### src/rtl/instr_boot_loader.sv
// ============================================================================
// instr_boot_loader: UART byte stream -> instruction RAM loader and core start
// Optional LOADER_CHECKSUM_EN adds a mod-256 checksum byte after the data.
// Revision: 1.0
// ============================================================================
`timescale 1ns/1ps
`default_nettype none

module instr_boot_loader #(
  parameter int unsigned MAX_WORDS = 4096,
  parameter logic [7:0]  ACK_BYTE  = 8'hAA,
  parameter logic [7:0]  DONE_BYTE = 8'h55,
  parameter logic [7:0]  ERR_BYTE  = 8'hEE
) (
  input  logic        clk,
  input  logic        rst,
  input  logic        rx_valid,
  input  logic [7:0]  rx_data,
  input  logic        tx_ready,
  output logic        tx_valid,
  output logic [7:0]  tx_data,
  output logic        wr_en_instr,
  output logic [31:0] addr_in_instr,
  output logic [31:0] data_in_instr,
  output logic        core_start,
  input  logic        core_end,
  output logic        busy,
  output logic        error
);

  typedef enum logic [3:0] {
    S_LEN     = 4'd0,
    S_DATA    = 4'd1,
    S_CSUM    = 4'd2,
    S_ACK     = 4'd3,
    S_RUN     = 4'd4,
    S_DONE_TX = 4'd5,
    S_HALT    = 4'd6,
    S_ERR_TX  = 4'd7,
    S_ERR     = 4'd8
  } state_e;

  localparam logic [31:0] C_MAX_LEN = 32'(MAX_WORDS);

  state_e      state_q, state_d;
  logic [1:0]  byte_cnt_q, byte_cnt_d;
  logic [23:0] shift_q, shift_d;
  logic [31:0] len_q, len_d;
  logic [31:0] word_cnt_q, word_cnt_d;
  logic        wr_en_q, wr_en_d;
  logic [31:0] addr_q, addr_d;
  logic [31:0] data_q, data_d;
  logic        tx_valid_q, tx_valid_d;
  logic [7:0]  tx_data_q, tx_data_d;
  logic        core_start_q, core_start_d;
  logic        busy_q, busy_d;
  logic        error_q, error_d;
`ifdef LOADER_CHECKSUM_EN
  logic [7:0]  sum_q, sum_d;
`endif

  logic [31:0] w_word;
  logic [31:0] w_next_cnt;
  logic        w_tx_fire;

  // The incoming byte completes the word: earlier bytes sit in shift_q, LSB first.
  assign w_word     = {rx_data, shift_q};
  assign w_next_cnt = word_cnt_q + 32'd1;
  assign w_tx_fire  = tx_valid_q & tx_ready;

  always_comb begin
    state_d      = state_q;
    byte_cnt_d   = byte_cnt_q;
    shift_d      = shift_q;
    len_d        = len_q;
    word_cnt_d   = word_cnt_q;
    wr_en_d      = 1'b0;
    addr_d       = addr_q;
    data_d       = data_q;
    tx_valid_d   = tx_valid_q;
    tx_data_d    = tx_data_q;
    core_start_d = core_start_q;
    error_d      = error_q;
`ifdef LOADER_CHECKSUM_EN
    sum_d        = sum_q;
`endif

    case (state_q)
      S_LEN: begin
        if (rx_valid) begin
          shift_d    = {rx_data, shift_q[23:8]};
          byte_cnt_d = byte_cnt_q + 2'd1;
          if (byte_cnt_q == 2'd3) begin
            if ((w_word == 32'd0) || (w_word > C_MAX_LEN)) begin
              state_d    = S_ERR_TX;
              tx_valid_d = 1'b1;
              tx_data_d  = ERR_BYTE;
            end else begin
              len_d      = w_word;
              word_cnt_d = 32'd0;
              state_d    = S_DATA;
            end
          end
        end
      end

      S_DATA: begin
        if (rx_valid) begin
          shift_d    = {rx_data, shift_q[23:8]};
          byte_cnt_d = byte_cnt_q + 2'd1;
`ifdef LOADER_CHECKSUM_EN
          sum_d      = sum_q + rx_data;
`endif
          if (byte_cnt_q == 2'd3) begin
            wr_en_d    = 1'b1;
            addr_d     = {word_cnt_q[29:0], 2'b00};
            data_d     = w_word;
            word_cnt_d = w_next_cnt;
            if (w_next_cnt == len_q) begin
`ifdef LOADER_CHECKSUM_EN
              state_d    = S_CSUM;
`else
              state_d    = S_ACK;
              tx_valid_d = 1'b1;
              tx_data_d  = ACK_BYTE;
`endif
            end
          end
        end
      end

`ifdef LOADER_CHECKSUM_EN
      S_CSUM: begin
        if (rx_valid) begin
          tx_valid_d = 1'b1;
          if (rx_data == sum_q) begin
            state_d   = S_ACK;
            tx_data_d = ACK_BYTE;
          end else begin
            state_d   = S_ERR_TX;
            tx_data_d = ERR_BYTE;
          end
        end
      end
`endif

      S_ACK: begin
        if (w_tx_fire) begin
          tx_valid_d   = 1'b0;
          core_start_d = 1'b1;
          state_d      = S_RUN;
        end
      end

      S_RUN: begin
        if (core_end) begin
          state_d    = S_DONE_TX;
          tx_valid_d = 1'b1;
          tx_data_d  = DONE_BYTE;
        end
      end

      S_DONE_TX: begin
        if (w_tx_fire) begin
          tx_valid_d = 1'b0;
          state_d    = S_HALT;
        end
      end

      S_ERR_TX: begin
        if (w_tx_fire) begin
          tx_valid_d = 1'b0;
          error_d    = 1'b1;
          state_d    = S_ERR;
        end
      end

      default: ;
    endcase

    busy_d = (state_d == S_LEN) || (state_d == S_DATA) ||
             (state_d == S_CSUM) || (state_d == S_ACK);
  end

  always_ff @(posedge clk) begin
    if (rst) begin
      state_q      <= S_LEN;
      byte_cnt_q   <= 2'd0;
      shift_q      <= 24'd0;
      len_q        <= 32'd0;
      word_cnt_q   <= 32'd0;
      wr_en_q      <= 1'b0;
      addr_q       <= 32'd0;
      data_q       <= 32'd0;
      tx_valid_q   <= 1'b0;
      tx_data_q    <= 8'd0;
      core_start_q <= 1'b0;
      busy_q       <= 1'b0;
      error_q      <= 1'b0;
`ifdef LOADER_CHECKSUM_EN
      sum_q        <= 8'd0;
`endif
    end else begin
      state_q      <= state_d;
      byte_cnt_q   <= byte_cnt_d;
      shift_q      <= shift_d;
      len_q        <= len_d;
      word_cnt_q   <= word_cnt_d;
      wr_en_q      <= wr_en_d;
      addr_q       <= addr_d;
      data_q       <= data_d;
      tx_valid_q   <= tx_valid_d;
      tx_data_q    <= tx_data_d;
      core_start_q <= core_start_d;
      busy_q       <= busy_d;
      error_q      <= error_d;
`ifdef LOADER_CHECKSUM_EN
      sum_q        <= sum_d;
`endif
    end
  end

  assign tx_valid      = tx_valid_q;
  assign tx_data       = tx_data_q;
  assign wr_en_instr   = wr_en_q;
  assign addr_in_instr = addr_q;
  assign data_in_instr = data_q;
  assign core_start    = core_start_q;
  assign busy          = busy_q;
  assign error         = error_q;

endmodule

`default_nettype wire

### config.mk
export PLATFORM = sky130hd
export DESIGN_NAME = instr_boot_loader
export DESIGN_NICKNAME = d
export VERILOG_FILES = /design/src/rtl/instr_boot_loader.sv
export SDC_FILE = /design/constraint.sdc
export NUM_CORES = 1
export LEC_CHECK = 0
export CORE_ASPECT_RATIO = 0.7
export CORE_MARGIN = 2
export CORE_UTILIZATION = 40
export DETAILED_ROUTE_END_ITERATION = 7
export PLACE_DENSITY = 0.67
export SLEW_MARGIN = 30
export SYNTH_ARGS = -nofsm -noshare
export SYNTH_HDL_FRONTEND = slang
export SYNTH_SLANG_ARGS = --single-unit
### constraint.sdc
create_clock -name clk -period 2.37 [get_ports clk]
set_clock_uncertainty 0.05 [all_clocks]
set_input_delay 0.474 -clock clk [delete_from_list [all_inputs] [get_ports clk]]
set_output_delay 0.474 -clock clk [all_outputs]
set_load 0.02 [all_outputs]
Word level (Yosys, flattened, before mapping)
Index checks and enable logic that the tools add are counted.
{ "word_totals": {"register_bits": 169, "input_bits": 13, "out_inout_bits": 77} }
{ "op_classes": {"n_addsub": 2, "order_cmp": 1, "n_eq_ne": 19, "mux": 35, "n_bitwise": 4, "n_reduce_logical": 21} }
{ "ops": {"columns": ["op", "count"], "rows": [
  ["32-bit 2-to-1 mux", 5],
  ["32-bit one-hot mux with 2 select lines", 1],
  ["8-bit 2-to-1 mux", 7],
  ["4-bit 2-to-1 mux", 9],
  ["32-bit by 1-bit adder with 32-bit output (second input constant)", 1],
  ["32-bit equality test", 1],
  ["32-bit by 13-bit > comparator with 1-bit output (second input constant)", 1],
  ["32-bit zero test", 1],
  ["4-bit one-hot mux with 6 select lines", 1],
  ["8-bit one-hot mux with 3 select lines", 1],
  ["2-bit != test (second input constant)", 8],
  ["4-bit by 2-bit equality test with 1-bit output (second input constant)", 3],
  ["4-bit by 3-bit equality test with 1-bit output (second input constant)", 3],
  ["1-bit 2-to-1 mux", 9],
  ["9-bit AND reduction", 1],
  ["4-bit by 1-bit equality test with 1-bit output (second input constant)", 2],
  ["4-bit zero test", 2],
  ["8-bit AND reduction", 1],
  ["2-bit AND reduction", 3],
  ["6-bit AND reduction", 1],
  ["3-bit OR reduction", 2],
  ["1-bit logical OR", 4],
  ["1-bit one-hot mux with 4 select lines", 1],
  ["4-bit AND reduction", 1],
  ["11 further kinds", 13]
]} }

Depth between registers and ports, before layout
{ "depth": {"word_depth": 10, "ltp_mapped": 10} }

Least setup slack after synthesis
No wires, ideal clock.
{ "synth_path": {"path_type": "reg2reg", "start": "reg word_cnt_q[1]", "end": "reg tx_data_q[5] (netlist: tx_data[5])", "setup_time_ps": 59, "arrival_ps": 2438, "required_ps": 2261, "setup_slack_ps": -177, "stages_incl_launch_ff": 11, "path_buffers": 1, "period_less_slack_ps": 2547, "path_cell_list": "dfxtp_1 > ha_1 > and3_1 > buf_2 > nand2_1 > o21ai_0 > or4b_2 > a31oi_1 > nand4_1 > or3_1 > nand2_1"} }
{ "synth_via": {"elab_chain_len": 4} }
{ "synth_rtl": {"columns": ["element", "line_no", "text"], "rows": [
  ["from (decl)", "49", "logic [31:0] word_cnt_q, word_cnt_d;"],
  ["from (signal assigned)", "208", "word_cnt_q <= word_cnt_d;"],
  ["32-bit by 1-bit adder with 32-bit output", "68", "assign w_next_cnt = word_cnt_q + 32'd1;"],
  ["32-bit equality test", "119", "if (w_next_cnt == len_q) begin"],
  ["2-bit != test (no line)", null, null],
  ["8-bit AND reduction (no line)", null, null],
  ["to (signal assigned)", "213", "tx_data_q <= tx_data_d;"],
  ["to (decl)", "54", "logic [7:0] tx_data_q, tx_data_d;"]
]} }
No other way between the ends.
A chain may end at the register's enable or synchronous reset.

Worst setup path in the final report
{ "layout_path": {"start": "reg word_cnt_q[10]", "end": "reg tx_valid_q (netlist: tx_valid)"} }
{ "layout_via": {"elab_chain_len": 4} }
{ "layout_rtl": {"columns": ["element", "line_no", "text"], "rows": [
  ["32-bit by 1-bit adder with 32-bit output", "68", null],
  ["32-bit equality test", "119", null],
  ["2-bit != test (no line)", null, null],
  ["9-bit AND reduction (no line)", null, null],
  ["to (signal assigned)", "212", "tx_valid_q <= tx_valid_d;"],
  ["to (decl)", "53", "logic tx_valid_q, tx_valid_d;"]
]} }
No other way between the ends.

==> qor.yml <==
worst_setup_path:
  critPathLaunchType: "flip-flop"
  path_class: "flip-flop to flip-flop"
  cp_num_buf_inv: 1
  max_stage_delay_ps: 630
  worst_setup_path_end_kind: "flip-flop"
  path_cells: "nand4_4 -> or4b_4 -> or3_4 -> a31oi_4 -> a31oi_2 -> nand4_1 -> nor2_1 -> buf_4 -> o31a_1"
  cp_top_family: "simple AND/OR/NAND/NOR gates"
  cp.arrival_ps: 2870
  path_max_fanout: 7
  crit_slowest_cell: "or4b_4"
  worstReg2RegStart: "word_cnt_q[10]$_SDFFE_PP0P_"
  cp-startpoint: "word_cnt_q[10]$_SDFFE_PP0P_"
  required_ps: 2650
run_status:
  violations: "DRC, setup timing"
  status: "finished with violations"
cts:
  clock-sinks: 164
  h-tree-depth: 4
  clk_latency_ps: 430
  cts_tree: "built"
  clk_pin_slew_worst_paths_ps: 70
  cts-root-buf: "clkbuf_16"
  cts_buffer_depth: 2
  numCtsBuffers: 17
sta:
  worst_slew_pin_slew_ps: 522
  timing.final.hold_violations: 0
  rsz0062_at_grt: "true"
  min_period_ps: 2600
  slew_violations: 0
  fmax_mhz: 385
  setup_viol: 5
  fin_ws_ps: -227
  relSlewSlack_pct: 65.0
  timing.final.crit_share_pct: 110
floorplanning:
  start_util_pct: 41.1
  die_y_um: 118
  die_area_um2: 19800
  num_rows: 41
  core_area_um2: 18200
  num_io_pins: 90
  die_w_um: 167
hold_path:
  min_from: "addr_in_instr[2]$_SDFFE_PP0P_"
  min-delay-path-class: "flip-flop to flip-flop"
drt:
  ant_nets: 0
  drt_iter0_markers: 706
  drc: 2
  route.vias.total: 7514
  vias_per_cell: 5.30
  finalWirelength_um: 22200
  wl_per_cell_um: 15.7
  drt-pass1-iter-count: 8
synth:
  synth_flop_cell: "dfxtp_1"
  ys_ff_latch: 164
  ys_seq_area_share_pct: 44.0
  synth.distinct_cells: 56
  yosys.area.top_type: "dfxtp_1"
  syn-mean-instance-area_um2: 7.71
  synthArstFlopShare_pct: 0
  synth_area_um2: 7460
  synth_area_leaders: "dfxtp_1 44%, nand2_1 11%, a21oi_1 9.3%"
  syn_inst: 967
  ys_warn_count: 0
  synth-edff-count: 0
  netlist.area_leader.share_pct: 44.0
cells_and_area:
  nets: 1184
  drive_gt1_share_pct: 22.8
  final_cell_area_um2: 10600
  n_antenna_cell: 0
  area_delta_synth_final_pct: 41.9
  n_fill_cell: 1690
global_route:
  antenna_found_initial: 0
  use_met1_pct: 32.9
  grt_overflow_total: 0
  met3_usage_pct: 6.53
  grt_pass1_wl_um: 35600
  grtUsageTotal_pct: 22.3
  grt_start_max_net_pins: 58
  grt_use_met2_pct: 31.5
  first_global_vias: 6930
  grt_busiest_layer: "met1"
placed_design:
  dp_hpwl_um: 14900
  place_area_um2: 9560
  gp_congestion: 0.946
  portBuffers: 87
  post-place-ws_ps: -571
power:
  power_leakage_nw: 4.18
  ir_drop_mv: 0.436
  power.density_nw_per_um2: 547
run:
  cap_violations: 0
-- per-stage QoR --
step | TNS [ps] | cells | util [%] | power [mW] | hold slack [ps]
floorplan | 0 | 968 | - | 3.03 | 390
global placement | -30120 | 1366 | 52.6 | 3.16 | 392
detailed placement | -31940 | 1366 | 52.6 | 3.17 | 397
CTS | -1020 | 1412 | 57.2 | 5.80 | 402
global route | -1550 | 1418 | 58.3 | 5.97 | 412
finish | -887 | 1418 | 58.3 | 5.79 | 401
-- metal layers --
| layer | vias up | wire length (um) |
|---|---|---|
| li1 | 3709 | - |
| met1 | 3518 | 11000 |
| met2 | 263 | 9290 |
| met3 | 24 | 1720 |
| met4 | 0 | 220 |
| met5 | - | 0 |
-- cell type report --
class                      instances  area (um2)  share of cell area, %
multi-input combinational        721        4110                   38.8
sequential                       164        3320                   31.4
tap                              236         295                   2.79
clock buffer                      17         425                   4.02
inverter                           6        22.5                  0.213
clock inverter                    15         141                   1.34
timing repair buffer             259        2270                   21.5
-- timing repair --
item,CTS,global route
hold buffers,0,0
pin swaps,24,11
setup buffers,13,5
endpoints found under the hold margin,0,0
setup endpoints to repair,37,62
cloned,1,1
gates resized for setup,43,35
-- tightest hold or removal path, stage by stage, from the launching register on --
cell     delay (ps)
dfxtp_1         310
nand2_1          50
a21oi_1          50
-- cells in the mapped netlist, types with 13 or more instances --
library cell / count
nand2_1: 217
dfxtp_1: 164
a21oi_1: 139
nor2_1: 80
clkbuf_1: 46
o21ai_0: 44
xnor2_1: 30
and2_1: 23
nand3_1: 17
nor3_1: 16
mux2i_1: 15
nand4_1: 15
or3_1: 15
buf_2: 14
nor4_1: 14
xor2_1: 13
-- logic make-up after synthesis --
logic type      Yosys count  synth area share [%]
mux                      15                  2.01
buf+inv                  83                  4.90
fa+ha+maj                 2                 0.335
flops                   164                  44.0
other cells               1                0.0503
simple gates            442                  27.8
compound gates          217                  15.8
xor+xnor                 43                  5.05
-- registers in the layout, indices dropped and copies added (netlist names) --
| name | cells |
|---|---|
| busy | 1 |
| tx_data | 3 |
| error | 1 |
| wr_en_instr | 1 |
| word_cnt_q | 32 |
| tx_valid | 1 |
| data_in_instr | 32 |
| addr_in_instr | 30 |
| len_q | 32 |
| shift_q | 24 |
| core_start | 1 |
| byte_cnt_q | 2 |
| state_q | 4 |
-- report_power, final --
part           internal, mW  leakage, nW  total [mW]  switching (mW)
sequential             2.78         1.33        2.81          0.0286
combinational         0.135         2.57       0.322           0.187
clock                  1.38        0.269        2.66            1.28
total                  4.30         4.18        5.79            1.49
-- cells in the final DEF, fill, tap and decap left out, drive strengths merged, types with 3 or more instances in the layout --
cell type        n
mux2i           15
a21oi          139
clkdlybuf4s50   81
a31oi            6
clkbuf          18
and4             8
nor3            16
nand3           17
nor2            80
nor4            16
clkinvlp         3
nand4           17
and3             9
o311ai           3
o211ai           3
clkinv           5
xnor2           30
xor2            13
or4b             4
nand3b           6
or3             15
nand2          217
or4              6
dfxtp          164
and2            23
a211oi           3
dlygate4sd2      3
inv             13
o21ai           45
buf            172
-- final timing paths --
path	endpoint	slack, ps	cells after the start
worst min-delay path	addr_in_instr[2]$_SDFFE_PP0P_	400	2
worst min register to register	addr_in_instr[2]$_SDFFE_PP0P_	400	2
worst max register to register	tx_valid$_SDFFE_PP0P_	-230	9
worst max-delay path	tx_valid$_SDFFE_PP0P_	-230	9
Power figures use the tool's default switching activity.
==> edit 1: new RTL, same settings <==
Take the reset off `shift_q` and load it in a clocked block of its own.
--- a/src/rtl/instr_boot_loader.sv
+++ b/src/rtl/instr_boot_loader.sv
@@ -186,7 +186,6 @@
     if (rst) begin
       state_q      <= S_LEN;
       byte_cnt_q   <= 2'd0;
-      shift_q      <= 24'd0;
       len_q        <= 32'd0;
       word_cnt_q   <= 32'd0;
       wr_en_q      <= 1'b0;
@@ -203,7 +202,6 @@
     end else begin
       state_q      <= state_d;
       byte_cnt_q   <= byte_cnt_d;
-      shift_q      <= shift_d;
       len_q        <= len_d;
       word_cnt_q   <= word_cnt_d;
       wr_en_q      <= wr_en_d;
@@ -220,6 +218,10 @@
     end
   end
 
+  always_ff @(posedge clk) begin
+    shift_q <= shift_d;
+  end
+
   assign tx_valid      = tx_valid_q;
   assign tx_data       = tx_data_q;
   assign wr_en_instr   = wr_en_q;
Check against the original RTL: no difference found for any inputs over 4 cycles, from zero or initial values and one cycle with rst high; that may be too few to reach the edited logic, so the function may still have changed.
==> edit 1 against the original RTL <==
  * Total power rose by 1.6%
  * Sequential share of layout area rose by 3.7 points
  * Global-route usage fell by 1.1 points
  * Sequential cell count did not move
  * Critical path type unchanged
  * Worst setup slack got worse by 0.034 ns
  * The run ends with setup timing left
  * Cell area fell by 4.7%
  * Routed wire length fell by 13%
  * Synthesized cell count fell by 11%
  * Synthesized area fell by 2.9%
  * Critical endpoint is now tx_data[6]$_SDFFE_PP0P_
  * Maximum frequency fell by 1.3%
==> edit 1: results <==
# TYPE chip_impl_metric gauge
chip_impl_metric{name="crit_fanout",unit=""} 5
chip_impl_metric{name="first_pass_grt_wire_length",unit="um"} 32000
chip_impl_info{name="timing.critical_path.to",value="tx_data[6]$_SDFFE_PP0P_"} 1
chip_impl_metric{name="num-fill-cells",unit=""} 1620
chip_impl_info{name="netlist_top_cells_area",value="dfxtp_1 39%, edfxtp_1 10%, nand2_1 8.4%, a21oi_1 7.0%, xnor2_1 4.1%"} 1
chip_impl_metric{name="avgViaCountPerCell",unit=""} 5.17
chip_impl_info{name="run_status",value="complete, but fails checks"} 1
chip_impl_metric{name="p_sw_share",unit="%"} 25.5
chip_impl_metric{name="gr-usage-all-layers",unit="%"} 21.1
chip_impl_metric{name="detail_route.wl_per_cell",unit="um"} 15.2
chip_impl_info{name="synth_commonest_cells",value="163 x nand2_1, 140 x dfxtp_1, 101 x a21oi_1, 76 x nor2_1, 55 x clkbuf_1"} 1
chip_impl_metric{name="synthAdderAreaFrac",unit="%"} 0.346
chip_impl_metric{name="post-dp-hpwl",unit="um"} 13200
chip_impl_metric{name="power_leakage",unit="nW"} 3.82
chip_impl_metric{name="grt_max_degree",unit=""} 32
chip_impl_metric{name="detailedRoute.firstIterationViolations",unit=""} 459
chip_impl_metric{name="parity_gate_share_of_the_synthesized_area_counting_xor_and_xnor_cells",unit="%"} 6.05
chip_impl_info{name="failed_checks",value="setup timing"} 1
chip_impl_metric{name="synth_edf_count",unit=""} 24
chip_impl_metric{name="post-route-worst-setup-slack",unit="ns"} -0.261
chip_impl_metric{name="setup-violations-final",unit=""} 5
chip_impl_metric{name="drtPass1Iterations",unit=""} 5
chip_impl_metric{name="ff2ff_path_depth",unit=""} 10
chip_impl_metric{name="synth.area.mux_share",unit="%"} 2.07
chip_impl_metric{name="placer_congestion",unit=""} 0.860
chip_impl_metric{name="grt_pass1_vias",unit=""} 6295
chip_impl_info{name="worst_hold_path_type",value="in2reg"} 1
chip_impl_metric{name="peakVddDrop",unit="mV"} 0.352
chip_impl_info{name="critPathLaunch",value="word_cnt_q[1]$_SDFFE_PP0P_"} 1
chip_impl_metric{name="drive_above_1_share",unit="%"} 20.8
chip_impl_metric{name="cp.arrival",unit="ns"} 2.91
chip_impl_metric{name="timing.setup.tns",unit="ns"} -1.18
chip_impl_metric{name="num-nets-final",unit=""} 1043
edit 1: cell types whose count changed after synthesis, sizes merged, moves of 6 or more:
cell and change:
a211oi +6, a21oi -38, buf -11, clkbuf +7, dfxtp -24, edfxtp +24
nand2 -54, o21ai -17, or3 -7
edit 1: cell families after synthesis:
| kind of cell | after synthesis |
|---|---|
| AND/OR/NAND/NOR | 376 |
| AO/OA/AOI/OAI | 169 |
| flip-flops | 164 |
| buffers and inverters | 80 |
| XOR/XNOR | 50 |
| multiplexers | 15 |
| adder cells (fa/ha/maj) | 2 |
| other | 1 |
edit 1: what timing repair did:
item                                    4_1_cts  5_1_grt
setup buffers                                 2        6
pin swaps                                     7       10
endpoints found under the setup margin       67       65
gates resized for setup                      22       18
edit 1: power groups by stage:
stage	registers [mW]	clock network, mW	logic (mW)
final	2.88	2.78	0.226
after global routing	2.88	2.95	0.246
after CTS	2.88	2.84	0.224
after detailed placement	2.94	0	0.219
after global placement	2.94	0	0.218
after floorplan	2.94	0	0.0965
edit 1: area by class of cell:
type,count,area (um^2),share of cell area (%)
repair buffers,224,2010,19.9
clock buffers,17,425,4.22
multi-input cells,614,3600,35.7
clock inverters,15,188,1.86
flip-flops and latches,164,3540,35.1
inverters,7,26.3,0.261
well taps,236,295,2.93
edit 1: worst max-delay path, cell delays in order, from the launching register on:
cell and delay [ns]:
dfxtp_4 0.37, nand3_4 0.10, or4_4 0.60, buf_6 0.15
nor3_4 0.17, buf_4 0.15, nand2_1 0.06, xnor2_1 0.16
nor4_2 0.33, nand4_4 0.19, a2bb2oi_1 0.18
edit 1: through the flow:
step | setup WS [ns] | area (um^2) | std cells
2_1_floorplan | -0.203 | 7360 | 858
3_3_place_gp | -0.702 | 9230 | 1237
3_5_place_dp | -0.813 | 9230 | 1237
4_1_cts | -0.208 | 9960 | 1271
5_1_grt | -0.371 | 10100 | 1277
6_report | -0.261 | 10100 | 1277
edit 1: how the worst min path moves through the flow:
stage          slack (ns)  cells after the start                             end                            from
6_report             0.33                      2         core_start$_SDFFE_PP0P_                             rst
5_1_grt              0.34                      2           state_q[3]$_SDFF_PP0_                             rst
4_1_cts              0.31                      2          wr_en_instr$_SDFF_PP0_                             rst
3_5_place_dp         0.40                      2  data_in_instr[24]$_SDFFE_PP0P_  data_in_instr[24]$_SDFFE_PP0P_
3_3_place_gp         0.39                      2   addr_in_instr[7]$_SDFFE_PP0P_   addr_in_instr[7]$_SDFFE_PP0P_
2_1_floorplan        0.40                      1          len_q[23]$_SDFFE_PP0P_          len_q[23]$_SDFFE_PP0P_
edit 1: layer usage:
layer	wire [um]	global-route usage, %	vias up
met5	0	0	-
met4	175	5.57	0
met3	1260	4.94	17
met2	8240	32.0	221
met1	9690	30.4	3088
li1	-	-	3281
==> edit 2: new RTL, config.mk and constraints unchanged <==
Without the edit above. Set the parameter `DONE_BYTE` to 8'h40 (it was 8'h55).
--- a/src/rtl/instr_boot_loader.sv
+++ b/src/rtl/instr_boot_loader.sv
@@ -9,7 +9,7 @@
 module instr_boot_loader #(
   parameter int unsigned MAX_WORDS = 4096,
   parameter logic [7:0]  ACK_BYTE  = 8'hAA,
-  parameter logic [7:0]  DONE_BYTE = 8'h55,
+  parameter logic [7:0]  DONE_BYTE = 8'h40,
   parameter logic [7:0]  ERR_BYTE  = 8'hEE
 ) (
   input  logic        clk,
Formal check against the unedited RTL: same outputs for any inputs over 4 cycles, from zero or initial values and one cycle with rst high; that may be too few to reach the edited logic, so the function may still have changed.
==> edit 2 against the original RTL <==
  * The run ends with setup timing left
  * Sequential cell count did not move
  * Total power increased by 4.2%
  * Critical path depth is 2 higher
  * Combinational power decreased by 31%
  * Worst setup slack lost 0.077 ns
  * Routed wire length grew 10%
  * Count of clock-buffer cells in the layout is 2 higher
  * Cell area is 3.4% higher
  * Synthesized area is 2.4% higher
  * Maximum frequency fell by 2.9%
  * Critical path type unchanged
==> edit 2: results <==
# TYPE chip_impl_metric gauge
chip_impl_metric{name="peakVddDrop",unit="mV"} 0.431
chip_impl_metric{name="avgViaCountPerCell",unit=""} 5.48
chip_impl_info{name="run_status",value="complete, but fails checks"} 1
chip_impl_info{name="failed_checks",value="setup timing"} 1
chip_impl_metric{name="timing.max_slew.rel_slack",unit="%"} 54.3
chip_impl_metric{name="pwr-share-comb",unit="%"} 3.7
chip_impl_metric{name="global_route.usage.met1",unit="%"} 36.4
chip_impl_metric{name="hold_slack",unit="ns"} 0.391
chip_impl_metric{name="post-route-worst-setup-slack",unit="ns"} -0.303
chip_impl_metric{name="synth_sequential_area_ratio",unit="%"} 43.0
chip_impl_metric{name="met1_wire_length",unit="um"} 12000
chip_impl_metric{name="wl_met3",unit="um"} 2150
chip_impl_metric{name="grt_pass1_vias",unit=""} 7209
chip_impl_info{name="worst_hold_path_type",value="in2reg"} 1
chip_impl_metric{name="io_buffers",unit=""} 85
chip_impl_metric{name="synthesis.instances",unit=""} 969
chip_impl_metric{name="gr-usage-all-layers",unit="%"} 23.8
chip_impl_metric{name="num-fill-cells",unit=""} 1632
chip_impl_metric{name="post_cts_resized",unit=""} 48
chip_impl_info{name="slowest_stage_cell_crit_path",value="a221oi_2"} 1
chip_impl_metric{name="setup-violations-final",unit=""} 5
chip_impl_metric{name="power_leakage",unit="nW"} 4.28
chip_impl_metric{name="synth.distinct_cells",unit=""} 64
chip_impl_metric{name="timing.critical_path.slowest_cell_delay",unit="ns"} 0.37
chip_impl_metric{name="grt_max_degree",unit=""} 144
==> edit 2: layout make-up <==
cell class                      count  share of cell area, %
Inverter                            8                  0.274
Multi-Input combinational cell    710                   38.8
Clock buffer                       19                   3.96
Sequential cell                   164                   30.3
Tap cell                          242                   2.77
Clock inverter                     12                   1.84
Timing Repair Buffer              278                   22.0
==> edit 2: worst paths after layout <==
kind / to / start / depth (start not counted)
setup reg to reg: tx_data[6]$_SDFFE_PP0P_ / word_cnt_q[1]$_SDFFE_PP0P_ / 11
hold / removal: len_q[16]$_SDFFE_PP0P_ / rst / 3
hold reg to reg: data_in_instr[30]$_SDFFE_PP0P_ / data_in_instr[30]$_SDFFE_PP0P_ / 2
setup / recovery: tx_data[6]$_SDFFE_PP0P_ / word_cnt_q[1]$_SDFFE_PP0P_ / 11
==> edit 2: critical path: cells and delay by family (launching register included) <==
kind | cells | cell delay (ns)
compound gates | 2 | 0.44
simple gates | 6 | 1.17
flops | 1 | 0.36
buf+inv | 3 | 0.49
